$ cat config.mk
export PLATFORM = sky130hd
export DESIGN_NAME = prime_seq_monitor
export DESIGN_NICKNAME = d
export VERILOG_FILES = /design/src/rtl/prime_seq_pkg.sv /design/src/rtl/prime_index_lut.sv /design/src/rtl/prime_seq_monitor.sv
export SDC_FILE = /design/constraint.sdc
export NUM_CORES = 1
export LEC_CHECK = 0
export CAP_MARGIN = 20
export CELL_PAD_IN_SITES_DETAIL_PLACEMENT = 0
export CELL_PAD_IN_SITES_GLOBAL_PLACEMENT = 1
export CORE_ASPECT_RATIO = 1.25
export CORE_MARGIN = 4
export CORE_UTILIZATION = 42
export CTS_CLUSTER_DIAMETER = 120
export DETAILED_ROUTE_END_ITERATION = 10
export PLACE_DENSITY_LB_ADDON = 0.08
export SYNTH_ARGS = -nofsm -noshare
export SYNTH_HDL_FRONTEND = slang
export SYNTH_SLANG_ARGS = --single-unit
$ cat constraint.sdc
create_clock -name clock -period 6.1 [get_ports clock]
set_input_delay 1.22 -clock clock [delete_from_list [all_inputs] [get_ports clock]]
set_output_delay 1.22 -clock clock [all_outputs]
set_load 0.02 [all_outputs]
$ cat src/rtl/prime_seq_pkg.sv
// Shared definitions for the prime sequence monitor.
// Contents: FSM state encoding, the prime table (2,3,5,7,11,13),
// the table index constants and the error cause codes.
package prime_seq_pkg;

    typedef enum logic [1:0] {
        ST_IDLE  = 2'd0,
        ST_TRACK = 2'd1,
        ST_ERROR = 2'd2
    } state_t;

    localparam int unsigned NUM_PRIMES = 6;

    // Legal values in ascending order; a table position is the index output
    localparam logic [4:0] PRIME_TABLE [NUM_PRIMES] = '{
        5'd2, 5'd3, 5'd5, 5'd7, 5'd11, 5'd13
    };

    localparam logic [2:0] IDX_FIRST = 3'd0;   // position of 2
    localparam logic [2:0] IDX_LAST  = 3'd5;   // position of 13
    localparam logic [2:0] IDX_NONE  = 3'd7;   // value not in the table

    localparam logic [1:0] ERR_NONE     = 2'b00;
    localparam logic [1:0] ERR_NONPRIME = 2'b01;
    localparam logic [1:0] ERR_SKIP     = 2'b10;

endpackage

$ cat src/rtl/prime_index_lut.sv
// Combinational lookup of a 5-bit value in the prime table.
// Ports:
//   value    in  5  value to look up
//   index    out 3  table position (0..5), IDX_NONE when not prime
//   is_prime out 1  value is one of 2,3,5,7,11,13
module prime_index_lut
    import prime_seq_pkg::*;
(
    input  logic [4:0] value,
    output logic [2:0] index,
    output logic       is_prime
);

    always_comb begin
        index    = IDX_NONE;
        is_prime = 1'b0;
        for (int unsigned i = 0; i < NUM_PRIMES; i++) begin
            if (value == PRIME_TABLE[i]) begin
                index    = 3'(i);
                is_prime = 1'b1;
            end
        end
    end

endmodule

$ cat src/rtl/prime_seq_monitor.sv
// Monitors the output of an upstream prime counter and checks that each
// sample either holds or steps to the neighbouring prime in the direction
// the counter was driven one cycle earlier.
// Ports:
//   clock      in  1       rising-edge clock
//   reset      in  1       synchronous active-high reset
//   direction  in  1       direction driven upstream (0 up, 1 down)
//   number     in  5       upstream value, [0:4], bit 0 = MSB
//   clear_err  in  1       leave ERROR state
//   tracking   out 1       state is TRACK
//   index      out 3       table position of last sample (7 = non-prime)
//   at_end     out 1       last sample sits on the endpoint for dir_q
//   done       out 1       pulse: advancing legal step onto the endpoint
//   step_count out STEP_W  legal advancing steps since entering TRACK
//   error      out 1       state is ERROR
//   error_code out 2       first error cause (01 non-prime, 10 skip)
module prime_seq_monitor
    import prime_seq_pkg::*;
#(
    parameter int unsigned STEP_W = 8
) (
    input  logic              clock,
    input  logic              reset,
    input  logic              direction,
    input  logic [0:4]        number,
    input  logic              clear_err,
    output logic              tracking,
    output logic [2:0]        index,
    output logic              at_end,
    output logic              done,
    output logic [STEP_W-1:0] step_count,
    output logic              error,
    output logic [1:0]        error_code
);

    state_t     state;
    logic       dir_q;
    logic [4:0] prev;
    logic [4:0] sample;
    logic [2:0] idx_n;
    logic       prime_n;
    logic       hold;
    logic       advance;
    logic       endpoint;

    // number[0] is the MSB, so a plain assignment keeps the numeric value
    assign sample = number;

    prime_index_lut u_lut (
        .value    (sample),
        .index    (idx_n),
        .is_prime (prime_n)
    );

    // The index register already holds the table position of prev, so the
    // successor check is a +/-1 compare against it instead of a second lookup.
    always_comb begin
        hold     = (sample == prev);
        advance  = 1'b0;
        endpoint = 1'b0;
        if (dir_q) begin
            advance  = prime_n && (index != IDX_FIRST) && (idx_n == index - 3'd1);
            endpoint = (idx_n == IDX_FIRST);
        end else begin
            advance  = prime_n && (index != IDX_LAST) && (idx_n == index + 3'd1);
            endpoint = (idx_n == IDX_LAST);
        end
    end

    always_ff @(posedge clock) begin
        if (reset) begin
            state      <= ST_IDLE;
            dir_q      <= 1'b0;
            prev       <= '0;
            tracking   <= 1'b0;
            index      <= '0;
            at_end     <= 1'b0;
            done       <= 1'b0;
            step_count <= '0;
            error      <= 1'b0;
            error_code <= ERR_NONE;
        end else begin
            dir_q  <= direction;
            prev   <= sample;
            index  <= idx_n;
            at_end <= endpoint;
            done   <= 1'b0;
            case (state)
                ST_IDLE: begin
                    if (prime_n) begin
                        state      <= ST_TRACK;
                        tracking   <= 1'b1;
                        step_count <= '0;
                    end
                end
                ST_TRACK: begin
                    // clear_err is ignored here, so a detected error always wins
                    if (!prime_n) begin
                        state      <= ST_ERROR;
                        tracking   <= 1'b0;
                        error      <= 1'b1;
                        error_code <= ERR_NONPRIME;
                    end else if (advance) begin
                        if (step_count != '1) begin
                            step_count <= step_count + 1'b1;
                        end
                        done <= endpoint;
                    end else if (!hold) begin
                        state      <= ST_ERROR;
                        tracking   <= 1'b0;
                        error      <= 1'b1;
                        error_code <= ERR_SKIP;
                    end
                end
                ST_ERROR: begin
                    if (clear_err) begin
                        state      <= ST_IDLE;
                        error      <= 1'b0;
                        error_code <= ERR_NONE;
                    end
                end
                default: begin
                    state    <= ST_IDLE;
                    tracking <= 1'b0;
                    error    <= 1'b0;
                end
            endcase
        end
    end

endmodule

[Word level (Yosys, flattened, before mapping)]
Index checks and enable logic that the tools add are counted.
Cells by class
  add/subtract/negate cells: 3
  equal/unequal tests: 21
  muxes and demuxes: 37
  bitwise gates (word level): 5
  reduce and logical (&&, ||, !) cells: 15
Operators with widths (number)
  two-way mux 8 bit: 4
  two-way mux 3 bit: 6
  two-way mux 1 bit: 16
  case mux 8 bit (2 select lines): 1
  AND reduction 4 bit: 4
  two-way mux 2 bit: 6
  == test 5 x 2 -> 1 bit, second input constant: 2
  == test 5 x 3 -> 1 bit, second input constant: 2
  == test 5 x 4 -> 1 bit, second input constant: 2
  inequality test 2 bit, second input constant: 5
  inequality test 3 bit, second input constant: 3
  adder 8 x 1 -> 8 bit, second input constant: 1
  inequality test 8 bit, second input constant: 1
  == test 3 bit: 2
  case mux 1 bit (3 select lines): 2
  case mux 2 bit (3 select lines): 1
  == test 5 bit: 1
  inverter 1 bit: 5
  AND reduction 5 bit: 1
  logical AND 1 bit: 4
  case mux 2 bit (2 select lines): 1
  nonzero test 2 bit: 2
  OR reduction 4 bit: 1
  adder 3 x 1 -> 3 bit, second input constant: 1
  7 further kinds: 7
Storage, ports and cells
  register bits: 25
  output and inout port bits: 17
  logic and storage cells: 91

[Longest topological paths before layout]
Gate-level depths: netlist (run 1).
  depth after elaboration: 13
  gate-level depth with buffers: 8
  gate-level depth less buffers: 8

[Hierarchy]
Synthesis (run 1) repeated with hierarchy kept, for this count alone.
Unflattened totals
  cells, all modules: 162
  area, all modules: 1416.4 µm²
Modules (own cells, without submodules)
  prime_seq_monitor: instances 1, cells an instance 147, area each 1288.7 µm², sequential area each 500.5 µm²
  prime_index_lut: instances 1, cells an instance 15, area each 127.6 µm², sequential area each 0.0 µm²

[Worst setup path before layout (run 1)]
No wires, ideal clock.
  kind: input-to-reg
  start point: in number[1] in the netlist's numbering
  end point: reg step_count[1]
  setup time: 70 ps
  arrival: 3141 ps
  data required time: 6030 ps
  path slack: 2889 ps
  cell stages on the path: 7
  path buffers: 1
  cells stage by stage: buf_6 > nand2b_1 > mux4_2 > o31a_1 > a311o_1 > or4b_1 > a21oi_1
Between the ends
  cells in the longest elaborated chain, start to end: 12
  elaborated cells on any way between the ends: 29
  classes of those cells: eq/ne: 11; mux: 13; reduce/logical: 5
Ends and longest elaborated chain
  start: declaration: line prime_seq_monitor.sv:25  | input logic [0:4] number,
  == test 5 x 2 -> 1 bit: line prime_index_lut.sv:18  | if (value == PRIME_TABLE[i]) begin
  two-way mux 3 bit / two-way mux 1 bit (equally long branches) (6 in series): line prime_index_lut.sv:18
  == test 3 bit (tied with other cells): line prime_seq_monitor.sv:65  | advance = prime_n && (index != IDX_LAST) && (idx_n == index + 3'd1);
  logical AND 1 bit, on equally long branches: line prime_seq_monitor.sv:65, prime_seq_monitor.sv:62
  two-way mux 1 bit: line prime_seq_monitor.sv:61  | if (dir_q) begin
  inequality test 2 bit (no source line)
  AND reduction 5 bit (no source line) (*)
  end signal: assignment: line prime_seq_monitor.sv:105  | step_count <= step_count + 1'b1;
  end: declaration: line prime_seq_monitor.sv:31  | output logic [STEP_W-1:0] step_count,
Every way passes the cells marked *; elsewhere a longest branch is shown, timed or not.
A chain may end at the register's enable or synchronous reset.

[Worst setup path after layout (run 1)]
  start point: in number[1] in the netlist's numbering
  end point: reg step_count[4]
The elaborated chain is that of the path after synthesis.

==> flow_summary_export.csv, run 1 <==
group,metric,value,unit
status,status,"complete, no violations",
finish,antenna_cells,0,
power,p_total,0.350,mW
setup_path,crit_path_cell_trace,"clkdlybuf4s50_1 -> nand2b_1 -> mux4_2 -> o31a_1 -> a311oi_2 -> a211oi_1 -> a211o_1",
setup_path,end_kind,"register",
sta,setup_tns,0,ns
power,p_leak,0.695,nW
drt,postRouteWirelength,3990,um
clocking,h-tree-depth,1,
synthesis,ys_top_cells_by_area,"dfxtp_1 31%, nor2_1 4.5%, ha_1 3.9%",
drt,wire_per_inst,16.4,um
drt,vias_per_cell,6.00,
sta,finClkSkew,0.00128,ns
synthesis,syn_area,1590,um^2
clocking,clk_latency,0.27,ns
placement,dp.cells,239,
synthesis,synth_fp_nets,202,
sta,hold_violations,0,
placement,gp_congestion,0.812,
power,power.switching,0.103,mW
drt,vias,1459,
floorplanning,initial_utilization,44.5,%
drt,dr.pass1.iters,4,
clocking,cts.clk_slew.worst_paths,0.09,ns
setup_path,cp_max_fo,18,
finish,nFillCells,381,
placement,numPortBuffers,25,
setup_path,cp.arrival,4.08,ns
synthesis,ys_types,55,
power,vdd_drop_max,0.0000885,V
setup_path,path_buf_inv,1,
power,pwr-share-comb,20.4,%
sta,finalMaxSlewViolations,0,
worst_hold_path,hold_class,"register to register",
power,pwr-share-seq,50.4,%
floorplanning,io_pins,26,
flow_run,drv_cap,0,
clocking,holdBufCountCts,0,
synthesis,yosys.area.top_type,"dfxtp_1",
clocking,cts_tree,"yes",
sta,tightestPinTransition,1.04,ns
drt,drtIter0Drc,94,
global_routing,groute.usage.overall,17.6,%
floorplanning,rows,24,
sta,finalSetupViolations,0,
synthesis,yosysSeqAreaShare,31.5,%
clocking,cts_setup_buffers,0,
global_routing,antenna_found_initial,0,
placement,dp_hpwl,2830,um
sta,max_freq,256,MHz
placement,place_worst_setup_slack,1.92,ns
setup_path,critical-path-max-stage-delay,0.73,ns
clocking,root_buffer,"clkbuf_8",
clocking,postCtsResizedCells,0,
setup_path,path_delay_family,"compound AO/OA/AOI/OAI gates",
finish,drive_above_1_share,7.84,%
finish,final_util,52.4,%
setup_path,startpoint_type,"input port",
synthesis,ys.flop_type,"dfxtp_1",
finish,mostFrequentLayoutCells,"25 x dfxtp_1, 25 x clkdlybuf4s50_1, 19 x nor2_1",
power,powerDensity,187,nW/um^2
synthesis,syn_avg_cell_area,8.46,um^2
synthesis,yosys_warnings,0,
synthesis,synth_cells,188,
global_routing,grt_overflow,0,
sta,hold_slack,0.519,ns
placement,dpl_cell_area,1820,um^2
sta,slew-limit-headroom,30.7,%
finish,fin_nets,219,
clocking,cts_made_buffers,3,
drt,postRouteAntennaNets,0,
setup_path,slowest_stage,"clkdlybuf4s50_1",
synthesis,async_reset_ff_share,0,%
finish,syn_to_final_growth,17.7,%
synthesis,yosysTopAreaCellShare,31.5,%
global_routing,grt_max_degree,28,
finish,stdcell_area,1870,um^2
floorplanning,die-area,4840,um^2
power,sw_frac_of_total,29.4,%
global_routing,grt_pass1_vias,1533,
setup_path,critPathRequiredTime,6.27,ns
floorplanning,core-area,3570,um^2
clocking,cts_sinks,25,
global_routing,grt_pass1_wl,7080,um
synthesis,synth_edf_count,0,
synthesis,ys_ff_latch,25,
power,p_clk_share,29.3,%
sta,layout_setup_ws,2.19,ns
clocking,clock_path_buffers,2,
floorplanning,dieWidth,63.0,um
sta,rsz0062_at_grt,"no",
floorplanning,die_h,76.8,um
setup_path,worstSetupPathType,"input port to register",
power,p_int,0.247,mW
drt,drc,0,
sta,final.period_utilization,64.0,%
finish,final_cells,243,
sta,min_period,3.91,ns
## state kept, by name, indices dropped and copies added (netlist names)
register	count
step_count	8
prev	5
index	3
error_code	2
state	2
at_end	1
dir_q	1
done	1
error	1
tracking	1
## final cells by class
type,count,area [um^2],area share [%]
Multi-Input combinational cell,144,1000,53.5
Sequential cell,25,500,26.7
Timing Repair Buffer,25,250,13.4
Tap cell,39,48.8,2.61
Clock buffer,3,41.3,2.21
Inverter,6,22.5,1.20
Clock inverter,1,7.51,0.401
## final timing paths
check	slack (ns)	to	from	cells after the start
worst max-delay path	2.19	step_count[4]	number[1]	7
worst min-delay path	0.52	tracking	tracking	2
worst max register to register	3.35	step_count[7]	index[0]	8
worst min register to register	0.52	tracking	tracking	2
## tightest hold or removal path: cells and delay by family (launching register included)
| kind | cells | cell delay [ns] |
|---|---|---|
| buf+inv | 1 | 0.07 |
| flops | 1 | 0.32 |
| compound gates | 1 | 0.08 |
## cell usage after synthesis (3+ instances only)
master	number
nor3_1	4
nand2_1	14
dfxtp_1	25
a211o_1	3
xor2_1	6
a31oi_1	4
nand4_1	4
a211oi_1	3
o21ai_0	5
nand3_1	4
clkbuf_1	8
a31o_2	3
ha_1	5
nand2b_1	4
nor3b_1	3
nor2b_1	8
inv_1	6
nor2_1	19
a2111oi_0	3
a21oi_1	7
## layer usage
metal  wire [um]  up-vias  global-route usage [%]
met3         200        6                    2.78
met2        1990       39                    30.9
met1        1740      679                    21.1
li1            -      735                       -
met5           0        -                       0
met4          55        0                    6.84
## power by group through the flow
stage,Combinational (mW),Clock (mW),Sequential [mW]
6_report,0.0713,0.102,0.176
5_1_grt,0.0795,0.111,0.177
4_1_cts,0.0717,0.107,0.176
3_5_place_dp,0.0714,0,0.180
3_3_place_gp,0.0699,0,0.180
2_1_floorplan,0.0502,0,0.180
## kinds of logic (layout without fill, tap and decap cells)
kind of cell,Yosys count,in the layout,share of synthesized area (%)
DFF,25,25,31.5
AOI/OAI and AO/OA,52,52,26.0
buffers and inverters,19,35,5.59
and+or+nand+nor,77,77,26.4
adders and majority gates,5,5,3.93
muxes,4,4,3.38
xor gates and xnor gates,6,6,3.30
(Power assumes the default switching activity.)
==> run 2, diff against run 1 <==
--- a/config.mk
+++ b/config.mk
@@ -10,7 +10,7 @@
 export CELL_PAD_IN_SITES_GLOBAL_PLACEMENT = 1
 export CORE_ASPECT_RATIO = 1.25
 export CORE_MARGIN = 4
-export CORE_UTILIZATION = 42
+export CORE_UTILIZATION = 39
 export CTS_CLUSTER_DIAMETER = 120
 export DETAILED_ROUTE_END_ITERATION = 10
 export PLACE_DENSITY_LB_ADDON = 0.08
==> constraint.sdc (replaced) <==
create_clock -name clock -period 3.8 [get_ports clock]
set_input_delay 0.76 -clock clock [delete_from_list [all_inputs] [get_ports clock]]
set_output_delay 0.76 -clock clock [all_outputs]
set_load 0.02 [all_outputs]
==> flow_summary_export.csv, run 2 (synthesis results as in run 1) <==
group,metric,value,unit
power,power.switching,0.169,mW
clocking,cts_tree,"yes",
sta,finalSetupViolations,0,
power,pwr-share-seq,49.6,%
sta,max_freq,304,MHz
sta,slew-limit-headroom,56.4,%
sta,rsz0062_at_grt,"no",
sta,tightestPinTransition,0.653,ns
clocking,clk_latency,0.28,ns
placement,gp_congestion,0.887,
clocking,clock_path_buffers,2,
setup_path,path_delay_family,"compound AO/OA/AOI/OAI gates",
power,pwr-share-comb,21.0,%
worst_hold_path,hold_class,"register to register",
finish,nFillCells,396,
clocking,root_buffer,"clkbuf_8",
setup_path,path_buf_inv,1,
finish,seqCellArea,500,um^2
clocking,cts_setup_buffers,0,
global_routing,grt_pass1_vias,1438,
power,p_leak,0.720,nW
sta,finClkSkew,0.00511,ns
global_routing,grt_pass1_wl,6860,um
worst_hold_path,hold_depth,2,
setup_path,worstSetupPathType,"input port to register",
floorplanning,initial_utilization,41.3,%
clocking,h-tree-depth,1,
finish,multi_input_area,1000,um^2
drt,wire_per_inst,15.5,um
clocking,postCtsResizedCells,0,
finish,final_cells,263,
status,status,"complete, no violations",
drt,drc,0,
finish,antenna_cells,0,
power,sw_frac_of_total,29.6,%
setup_path,critPathRequiredTime,4.01,ns
setup_path,end_kind,"register",
finish,drive_above_1_share,10.0,%
finish,largest_reg_flops,8,
floorplanning,die_h,79.4,um
global_routing,grt_overflow,0,
power,powerDensity,296,nW/um^2
finish,mostFrequentLayoutCells,"25 x dfxtp_1, 25 x clkdlybuf4s50_1, 19 x nor2_1",
power,vdd_drop_max,0.000167,V
setup_path,startpoint_type,"input port",
setup_path,reg2reg_depth,8,
setup_path,crit_path_cell_trace,"clkdlybuf4s50_1 -> nand2b_1 -> mux4_2 -> o31a_1 -> a311o_1 -> or4b_1 -> a21oi_1",
drt,postRouteAntennaNets,0,
finish,fin_nets,224,
drt,dr.pass1.iters,4,
drt,vias_per_cell,5.65,
drt,drtIter0Drc,158,
flow_run,drv_cap,0,
placement,dp.cells,259,
setup_path,path_depth,7,
sta,min_period,3.29,ns
finish,largestRegisters,"step_count x8, prev x5, index x3",
placement,numPortBuffers,25,
setup_path,cp_max_fo,13,
setup_path,critical-path-max-stage-delay,0.65,ns
finish,top_register,"step_count",
sta,hold_violations,0,
setup_path,slowest_stage,"clkdlybuf4s50_1",
sta,hold_slack,0.506,ns
sta,finalMaxSlewViolations,0,
global_routing,groute.usage.overall,16.5,%
floorplanning,io_pins,26,
power,p_total,0.570,mW
floorplanning,core-area,3850,um^2
global_routing,antenna_found_initial,0,
clocking,cts.clk_slew.worst_paths,0.10,ns
sta,final.period_utilization,86.5,%
finish,syn_to_final_growth,21.2,%
floorplanning,rows,25,
sta,setup_tns,0,ns
drt,vias,1485,
placement,dp_hpwl,2930,um
power,p_clk_share,29.4,%
global_routing,grt_max_degree,20,
drt,postRouteWirelength,4070,um
clocking,cts_made_buffers,3,
clocking,cts_sinks,25,
setup_path,cp.arrival,3.50,ns
floorplanning,die-area,5170,um^2
clocking,holdBufCountCts,0,
floorplanning,dieWidth,65.1,um
power,p_int,0.401,mW
==> run 2: per-stage QoR <==
| stage | area, um^2 | util [%] | setup slack (ns) |
|---|---|---|---|
| final | 1930 | 50.1 | 0.515 |
| after global routing | 1930 | 50.1 | 0.396 |
| after floorplan | 1590 | - | 1.05 |
| after detailed placement | 1880 | 48.8 | 0.247 |
| after global placement | 1880 | 48.8 | 0.307 |
| after CTS | 1930 | 50.1 | 0.529 |
==> run 2: layer usage <==
metal	share of wire (%)	vias to the layer above	track usage, %	wire length (um)
met3	4.1	5	3.24	166
met5	0	-	0	0
met4	1.3	0	4.36	51
met1	44	710	20.2	1790
li1	-	745	-	-
met2	51	25	29.2	2060
==> run 2: worst paths after layout <==
path	startpoint	to	slack [ns]
setup / recovery	number[2]	step_count[1]	0.51
hold reg to reg	tracking	tracking	0.51
setup reg to reg	index[0]	step_count[0]	1.01
hold / removal	tracking	tracking	0.51
==> run 2: final cells by class <==
class	count	share of cell area (%)
Sequential cell	25	26.0
Clock inverter	1	0.389
Multi-Input combinational cell	144	51.9
Tap cell	54	3.50
Timing Repair Buffer	30	14.9
Inverter	6	1.17
Clock buffer	3	2.14
==> run 2: worst reg2reg max path, cell delays in order (launching register included) <==
cell,delay [ns]
dfxtp_1,0.48
inv_1,0.10
ha_1,0.22
or3_1,0.34
a2111oi_0,0.37
o21ai_0,0.18
mux2_2,0.36
or4_1,0.52
a21oi_1,0.15
==> run 2: power by group through the flow <==
stage / combinational (mW) / clock (mW) / sequential (mW)
2_1_floorplan: 0.0806 / 0 / 0.290
3_3_place_gp: 0.119 / 0 / 0.288
3_5_place_dp: 0.120 / 0 / 0.289
4_1_cts: 0.121 / 0.173 / 0.283
5_1_grt: 0.132 / 0.186 / 0.285
6_report: 0.120 / 0.168 / 0.283
==> run 3, diff against run 2 <==
--- a/config.mk
+++ b/config.mk
@@ -13,7 +13,7 @@
 export CORE_UTILIZATION = 39
 export CTS_CLUSTER_DIAMETER = 120
 export DETAILED_ROUTE_END_ITERATION = 10
-export PLACE_DENSITY_LB_ADDON = 0.08
+export PLACE_DENSITY = 0.81
 export SYNTH_ARGS = -nofsm -noshare
 export SYNTH_HDL_FRONTEND = slang
 export SYNTH_SLANG_ARGS = --single-unit
==> flow_summary_export.csv, run 3 (synthesis results as in run 1) <==
group,metric,value,unit
drt,drtIter0Drc,108,
global_routing,grt_max_degree,28,
setup_path,slowest_stage,"clkdlybuf4s50_1",
power,vdd_drop_max,0.000143,V
worst_hold_path,hold_depth,2,
status,status,"complete, no violations",
floorplanning,core-area,3850,um^2
placement,dpl_cell_area,1880,um^2
global_routing,groute.usage.overall,16.4,%
drt,drc,0,
finish,final_cells,263,
setup_path,cp.arrival,3.53,ns
sta,slew-limit-headroom,57.1,%
clocking,cts_tree,"yes",
global_routing,grt_overflow,0,
clocking,cts.clk_slew.worst_paths,0.09,ns
clocking,clock_path_buffers,2,
worst_hold_path,hold_class,"register to register",
finish,antenna_cells,0,
global_routing,antenna_found_initial,0,
setup_path,critical-path-max-stage-delay,0.66,ns
setup_path,crit_path_cell_trace,"clkdlybuf4s50_1 -> buf_4 -> mux4_2 -> o31a_1 -> a311o_1 -> or4b_1 -> a21oi_1",
floorplanning,die-area,5170,um^2
clocking,cts_sinks,25,
sta,final.period_utilization,87.7,%
clocking,postCtsResizedCells,0,
drt,wire_per_inst,15.3,um
finish,fin_nets,224,
worst_hold_path,whs_endpoint,"tracking",
drt,vias_per_cell,5.69,
sta,finClkSkew,0.00776,ns
setup_path,r2r_end,"step_count[1]",
setup_path,startpoint_type,"input port",
placement,dp_hpwl,2920,um
clocking,cts_setup_buffers,0,
setup_path,worstReg2RegStart,"index[0]",
floorplanning,rows,25,
worst_hold_path,min_from,"tracking",
power,p_leak,0.720,nW
sta,hold_violations,0,
finish,nFillCells,390,
placement,place_worst_setup_slack,0.228,ns
power,powerDensity,293,nW/um^2
finish,drive_above_1_share,10.0,%
floorplanning,die_h,79.4,um
sta,max_freq,300,MHz
drt,postRouteAntennaNets,0,
finish,largestRegisters,"step_count x8, prev x5, index x3",
setup_path,r2r_setup_slack,1.02,ns
sta,finalMaxSlewViolations,0,
finish,largest_reg_flops,8,
drt,vias,1497,
setup_path,cp_max_fo,14,
drt,postRouteWirelength,4040,um
sta,tightestPinTransition,0.643,ns
floorplanning,dieWidth,65.1,um
clocking,holdBufCountCts,0,
flow_run,drv_cap,0,
placement,numPortBuffers,25,
sta,layout_setup_ws,0.466,ns
floorplanning,initial_utilization,41.3,%
global_routing,grt_pass1_wl,6870,um
sta,setup_tns,0,ns
clocking,root_buffer,"clkbuf_8",
floorplanning,io_pins,26,
sta,min_period,3.33,ns
global_routing,grt_pass1_vias,1470,
sta,finalSetupViolations,0,
sta,hold_slack,0.503,ns
finish,stdcell_area,1930,um^2
setup_path,end_kind,"register",
finish,top_register,"step_count",
clocking,clk_latency,0.27,ns
finish,mostFrequentLayoutCells,"25 x dfxtp_1, 25 x clkdlybuf4s50_1, 19 x nor2_1",
placement,gp_congestion,0.833,
placement,dp.cells,259,
sta,rsz0062_at_grt,"no",
setup_path,reg2reg_depth,8,
clocking,cts_made_buffers,3,
setup_path,worstSetupPathType,"input port to register",
clocking,h-tree-depth,1,
finish,syn_to_final_growth,21.2,%
setup_path,critPathRequiredTime,4.00,ns
drt,dr.pass1.iters,5,
==> run 3: cell counts in the layout (fill, tap and decap cells not counted) <==
Identical to the previous run, type by type.
==> run 3: where the power goes <==
part           internal, mW  total [mW]  switching, mW  leakage, nW
sequential            0.271       0.283         0.0112        0.205
clock                0.0743       0.161         0.0863       0.0217
combinational        0.0553       0.121         0.0661        0.494
==> run 3: per-stage QoR <==
stage	power, mW	util [%]
6_report	0.565	50.1
5_1_grt	0.598	50.1
4_1_cts	0.572	50.1
3_5_place_dp	0.411	48.8
3_3_place_gp	0.406	48.8
2_1_floorplan	0.370	-
==> run 3: worst max-delay path, delay by kind of cell <==
family / cells / cell delay (ns)
AOI/OAI and AO/OA: 3 / 0.88
buffers and inverters: 2 / 0.94
muxes: 1 / 0.46
and+or+nand+nor: 1 / 0.50
==> run 3: routing by layer <==
layer,share of wire (%),GRT usage (%),up-vias,wire [um]
met3,4.0,2.96,2,161
li1,-,-,741,-
met1,44,20.7,724,1790
met4,0.62,4.98,0,25
met2,51,28.0,30,2060
met5,0,0,-,0
==> run 3: how the worst max path moves through the flow <==
stage                     startpoint            end  slack [ns]  cells after the start
after detailed placement   number[2]  step_count[1]        0.23                      7
after CTS                  number[2]  step_count[1]        0.49                      7
after global routing       number[2]  error_code[0]        0.29                      7
after floorplan            number[1]  step_count[1]        1.05                      7
final                      number[1]  step_count[1]        0.47                      7
after global placement     number[1]  step_count[1]        0.30                      7
==> run 3: final cells by class <==
type | count | area, um^2 | area share (%)
timing repair buffer | 30 | 288 | 14.9
clock buffer | 3 | 41.3 | 2.14
tap | 54 | 67.6 | 3.50
sequential | 25 | 500 | 26.0
multi-input combinational | 144 | 1000 | 51.9
clock inverter | 1 | 7.51 | 0.389
inverter | 6 | 22.5 | 1.17
==> RTL change 1 (settings of run 2) <==
Set the parameter `STEP_W` to 7 (it was 8).
--- a/src/rtl/prime_seq_monitor.sv
+++ b/src/rtl/prime_seq_monitor.sv
@@ -18,5 +18,5 @@
     import prime_seq_pkg::*;
 #(
-    parameter int unsigned STEP_W = 8
+    parameter int unsigned STEP_W = 7
 ) (
     input  logic              clock,
Interface: changed (resized step_count); port bits go from 26 to 25. No check against the original RTL was run, so the function may have changed too.
==> RTL change 1 against run 2 <==
Worst setup slack better by 310 ps; total power is 8.9% lower; area after synthesis is 12% lower; wire length fell by 22%; critical path depth up 1; design area down 12%; sequential cell count shrank 1; non-clock buffer count is 4 lower; largest cell class unchanged.
==> RTL change 1: results (changes against run 2) <==
status:
  status: "finished, final reports clean"  # unchanged
critical_path:
  r2r_end: "step_count[6]"  # was step_count[0]
  r2r_cells: 9  # was 8
  worstSetupStartpoint: "number[4]"  # was number[2]
  ff2ff_setup_slack_ps: 1460  # was 1010 ps
  crit_fanout: 11  # was 13
placed_design:
  place_inst: 226  # was 259
  placed_cell_area_um2: 1660  # was 1880 µm²
  dpl.hpwl_um: 2420  # was 2930 µm
power_and_ir_drop:
  p_int_uw: 377  # was 401 µW
  p_clk_frac: 0.286  # was 0.294
  peakVddDrop_v: 0.000215  # was 0.000167 V
  p_seq_uw: 268  # was 283 µW
  p_leak_uw: 0.000635  # was 0.000720 µW
clock_network:
  clkTransAtPathRegs_ps: 80  # was 100 ps
  clock_latency_ps: 260  # was 280 ps
worst_hold_path:
  hp-start: "error_code[1]"  # was tracking
  min_to: "error_code[1]"  # was tracking
route:
  num_vias: 1250  # was 1485
  wire_per_inst_um: 13.8  # was 15.5 µm
  wl_um: 3170  # was 4070 µm
timing:
  finClkSkew_ps: 3.43  # was 5.11 ps
  setup_slack_ps: 820  # was 515 ps
  relSlewSlack: 0.609  # was 0.564
final_layout:
  buffers: 26  # was 30
  drive_gt1_frac: 0.0579  # was 0.100
  nets: 206  # was 224
  buf_share: 0.150  # was 0.149
  syn_to_final_growth_pct: 22.1  # was 21.2%
  num-multi-input-gates: 130  # was 144
synth:
  syn_area_um2: 1400  # was 1590 µm²
  syn_nets: 182  # was 202
  synth_seq_area_share: 0.344  # was 0.315
  yosys-top-cells-count: "dfxtp_1 (24), nor2_1 (20), nand2_1 (12), nor2b_1 (10), o21ai_0 (9)"  # was dfxtp_1 (25), nor2_1 (19), nand2_1 (14), clkbuf_1 (8), nor2b_1 (8)
  synth_area_leaders: "dfxtp_1 (34%), nor2_1 (5.4%), ha_1 (4.5%)"  # was dfxtp_1 (31%), nor2_1 (4.5%), ha_1 (3.9%)
global_route:
  grt_pass1_vias: 1125  # was 1438
## RTL change 1: cell count changes after synthesis, moves of 3 or more
cell	before	now
a31oi_1	4	7
or3_1	1	5
a211oi_1	3	0
xnor2_1	0	4
clkbuf_1	8	3
a31o_2	3	0
o21ai_0	5	9
## RTL change 1: kinds of logic after synthesis
logic type	Yosys count	share of synthesized area
and+or+nand+nor	72	0.263
AOI/OAI and AO/OA	42	0.232
DFF	24	0.344
buffers and inverters	14	0.0448
xor gates and xnor gates	8	0.0502
adders and majority gates	5	0.0448
muxes	3	0.0215
## RTL change 1: per-layer routing
layer,share of wire,global-route usage,vias up
li1,-,-,643
met1,0.45,0.176,573
met2,0.49,0.250,30
met3,0.044,0.0274,4
met4,0.0079,0.0401,0
met5,0,0,-
## RTL change 1: worst max-delay path: stages
cell and delay (ps):
clkdlybuf4s50_1 680, and2b_1 270, a2bb2oi_1 170, or3_1 360, a21o_1 220, a21o_4 250
o31ai_4 270, o221ai_1 140
==> RTL change 2 (settings of run 2) <==
Made on the original files. Re-encode `state_t` (3 states) as one-hot, 3 bits wide.
--- a/src/rtl/prime_seq_pkg.sv
+++ b/src/rtl/prime_seq_pkg.sv
@@ -4,8 +4,8 @@
 package prime_seq_pkg;
 
-    typedef enum logic [1:0] {
-        ST_IDLE  = 2'd0,
-        ST_TRACK = 2'd1,
-        ST_ERROR = 2'd2
+    typedef enum logic [2:0] {
+        ST_IDLE  = 3'b001,
+        ST_TRACK = 3'b010,
+        ST_ERROR = 3'b100
     } state_t;
 
Function: same outputs for any inputs over 10 cycles, from zero or initial values and one cycle with reset high; not proved beyond that.
==> RTL change 2 against run 2 <==
Die area fell by 6.0%; wire length fell by 19%; register-to-register slack improved by 490 ps; design area fell by 5.9%; area after synthesis fell by 6.8%; sequential power rose by 2%; sequential share of layout area rose by 2.7 points; worst setup slack improved by 200 ps; total power fell by 1.2%; sequential cell count rose by 1; non-clock buffer count fell by 3; clock skew rose by 1.9 ps; maximum frequency rose by 6.4%; critical endpoint is now step_count[4]; largest cell class unchanged; highest routed layer unchanged.
==> RTL change 2: results (changes against run 2) <==
worst_hold_path:
  hp-start: "error_code[1]"  # was tracking
critical_path:
  crit_fanout: 8  # was 13
  r2r_end: "error"  # was step_count[0]
  r2r_cells: 9  # was 8
  ff2ff_setup_slack_ps: 1500  # was 1010 ps
  max_stage_delay_ps: 680  # was 650 ps
  cp.arrival_ps: 3240  # was 3500 ps
route:
  wire_per_inst_um: 14.4  # was 15.5 µm
  m1WireLength_um: 1620  # was 1790 µm
  wl_met2_um: 1570  # was 2060 µm
  dr_wl_met3_um: 98  # was 166 µm
  drt_iter0_drc: 59  # was 158
  wl_um: 3310  # was 4070 µm
synth:
  yosys-top-cells-count: "dfxtp_1 (26), a21oi_1 (13), nor2_1 (13), nand2_1 (10)"  # was dfxtp_1 (25), nor2_1 (19), nand2_1 (14), clkbuf_1 (8), nor2b_1 (8)
  avgSynthCellArea_um2: 8.88  # was 8.46 µm²
  synth.distinct_cells: 50  # was 55
  syn_nets: 181  # was 202
timing:
  relSlewSlack: 0.696  # was 0.564
  hold_ws_ps: 495  # was 506 ps
power_and_ir_drop:
  swShare: 0.259  # was 0.296
  peakVddDrop_v: 0.000151  # was 0.000167 V
  pwr-share-seq: 0.511  # was 0.496
placed_design:
  place_inst: 226  # was 259
  gp_congestion: 0.840  # was 0.887
  dpl.hpwl_um: 2450  # was 2930 µm
  placed_cell_area_um2: 1760  # was 1880 µm²
final_layout:
  nets: 206  # was 224
  fillers: 364  # was 396
  drive_gt1_frac: 0.0838  # was 0.100
global_route:
  grt_util_met2: 0.227  # was 0.292
  grt_pass1_wl_um: 5570  # was 6860 µm
  grt_use_total: 0.139  # was 0.165
status:
  status: "finished, final reports clean"  # unchanged
==> RTL change 2: cell count changes after synthesis, sizes merged, moves of 4 or more <==
| cell | run 2 | this run |
|---|---|---|
| a21oi | 7 | 13 |
| clkbuf | 8 | 2 |
| nand2 | 15 | 10 |
| nand2b | 4 | 8 |
| nand4 | 4 | 0 |
| nor2 | 19 | 15 |
| o21a | 0 | 5 |
| xnor2 | 0 | 5 |
==> RTL change 2: layout make-up <==
type | instances | area share
clock buffer | 4 | 0.0303
tap | 39 | 0.0269
inverter | 4 | 0.00828
timing repair buffer | 27 | 0.146
sequential | 26 | 0.287
multi-input combinational | 130 | 0.501
==> RTL change 2: worst max-delay path by stage <==
stage	start	end
6_report	number[2]	step_count[4]
3_3_place_gp	number[2]	error
2_1_floorplan	number[2]	error
5_1_grt	number[2]	step_count[4]
4_1_cts	number[2]	step_count[4]
3_5_place_dp	number[2]	step_count[4]
==> RTL change 2: stage by stage <==
step	utilization	power, µW	setup WS, ps
final	0.508	563	711
after global placement	0.492	387	464
after global routing	0.508	593	562
after floorplan	-	359	1190
after CTS	0.508	571	709
after detailed placement	0.492	388	424
==> RTL change 2: cell families after synthesis <==
| logic type | Yosys count | share of synthesized area |
|---|---|---|
| simple gates | 67 | 0.253 |
| buf+inv | 11 | 0.0354 |
| fa+ha+maj | 5 | 0.0422 |
| flops | 26 | 0.351 |
| xor+xnor | 8 | 0.0473 |
| mux | 2 | 0.0253 |
| compound gates | 48 | 0.246 |
==> RTL change 2: worst max-delay path, delay by kind of cell <==
kind	cells	cell delay (ps)
AO/OA/AOI/OAI	3	590
AND/OR/NAND/NOR	3	880
buffers and inverters	1	680
multiplexers	1	320
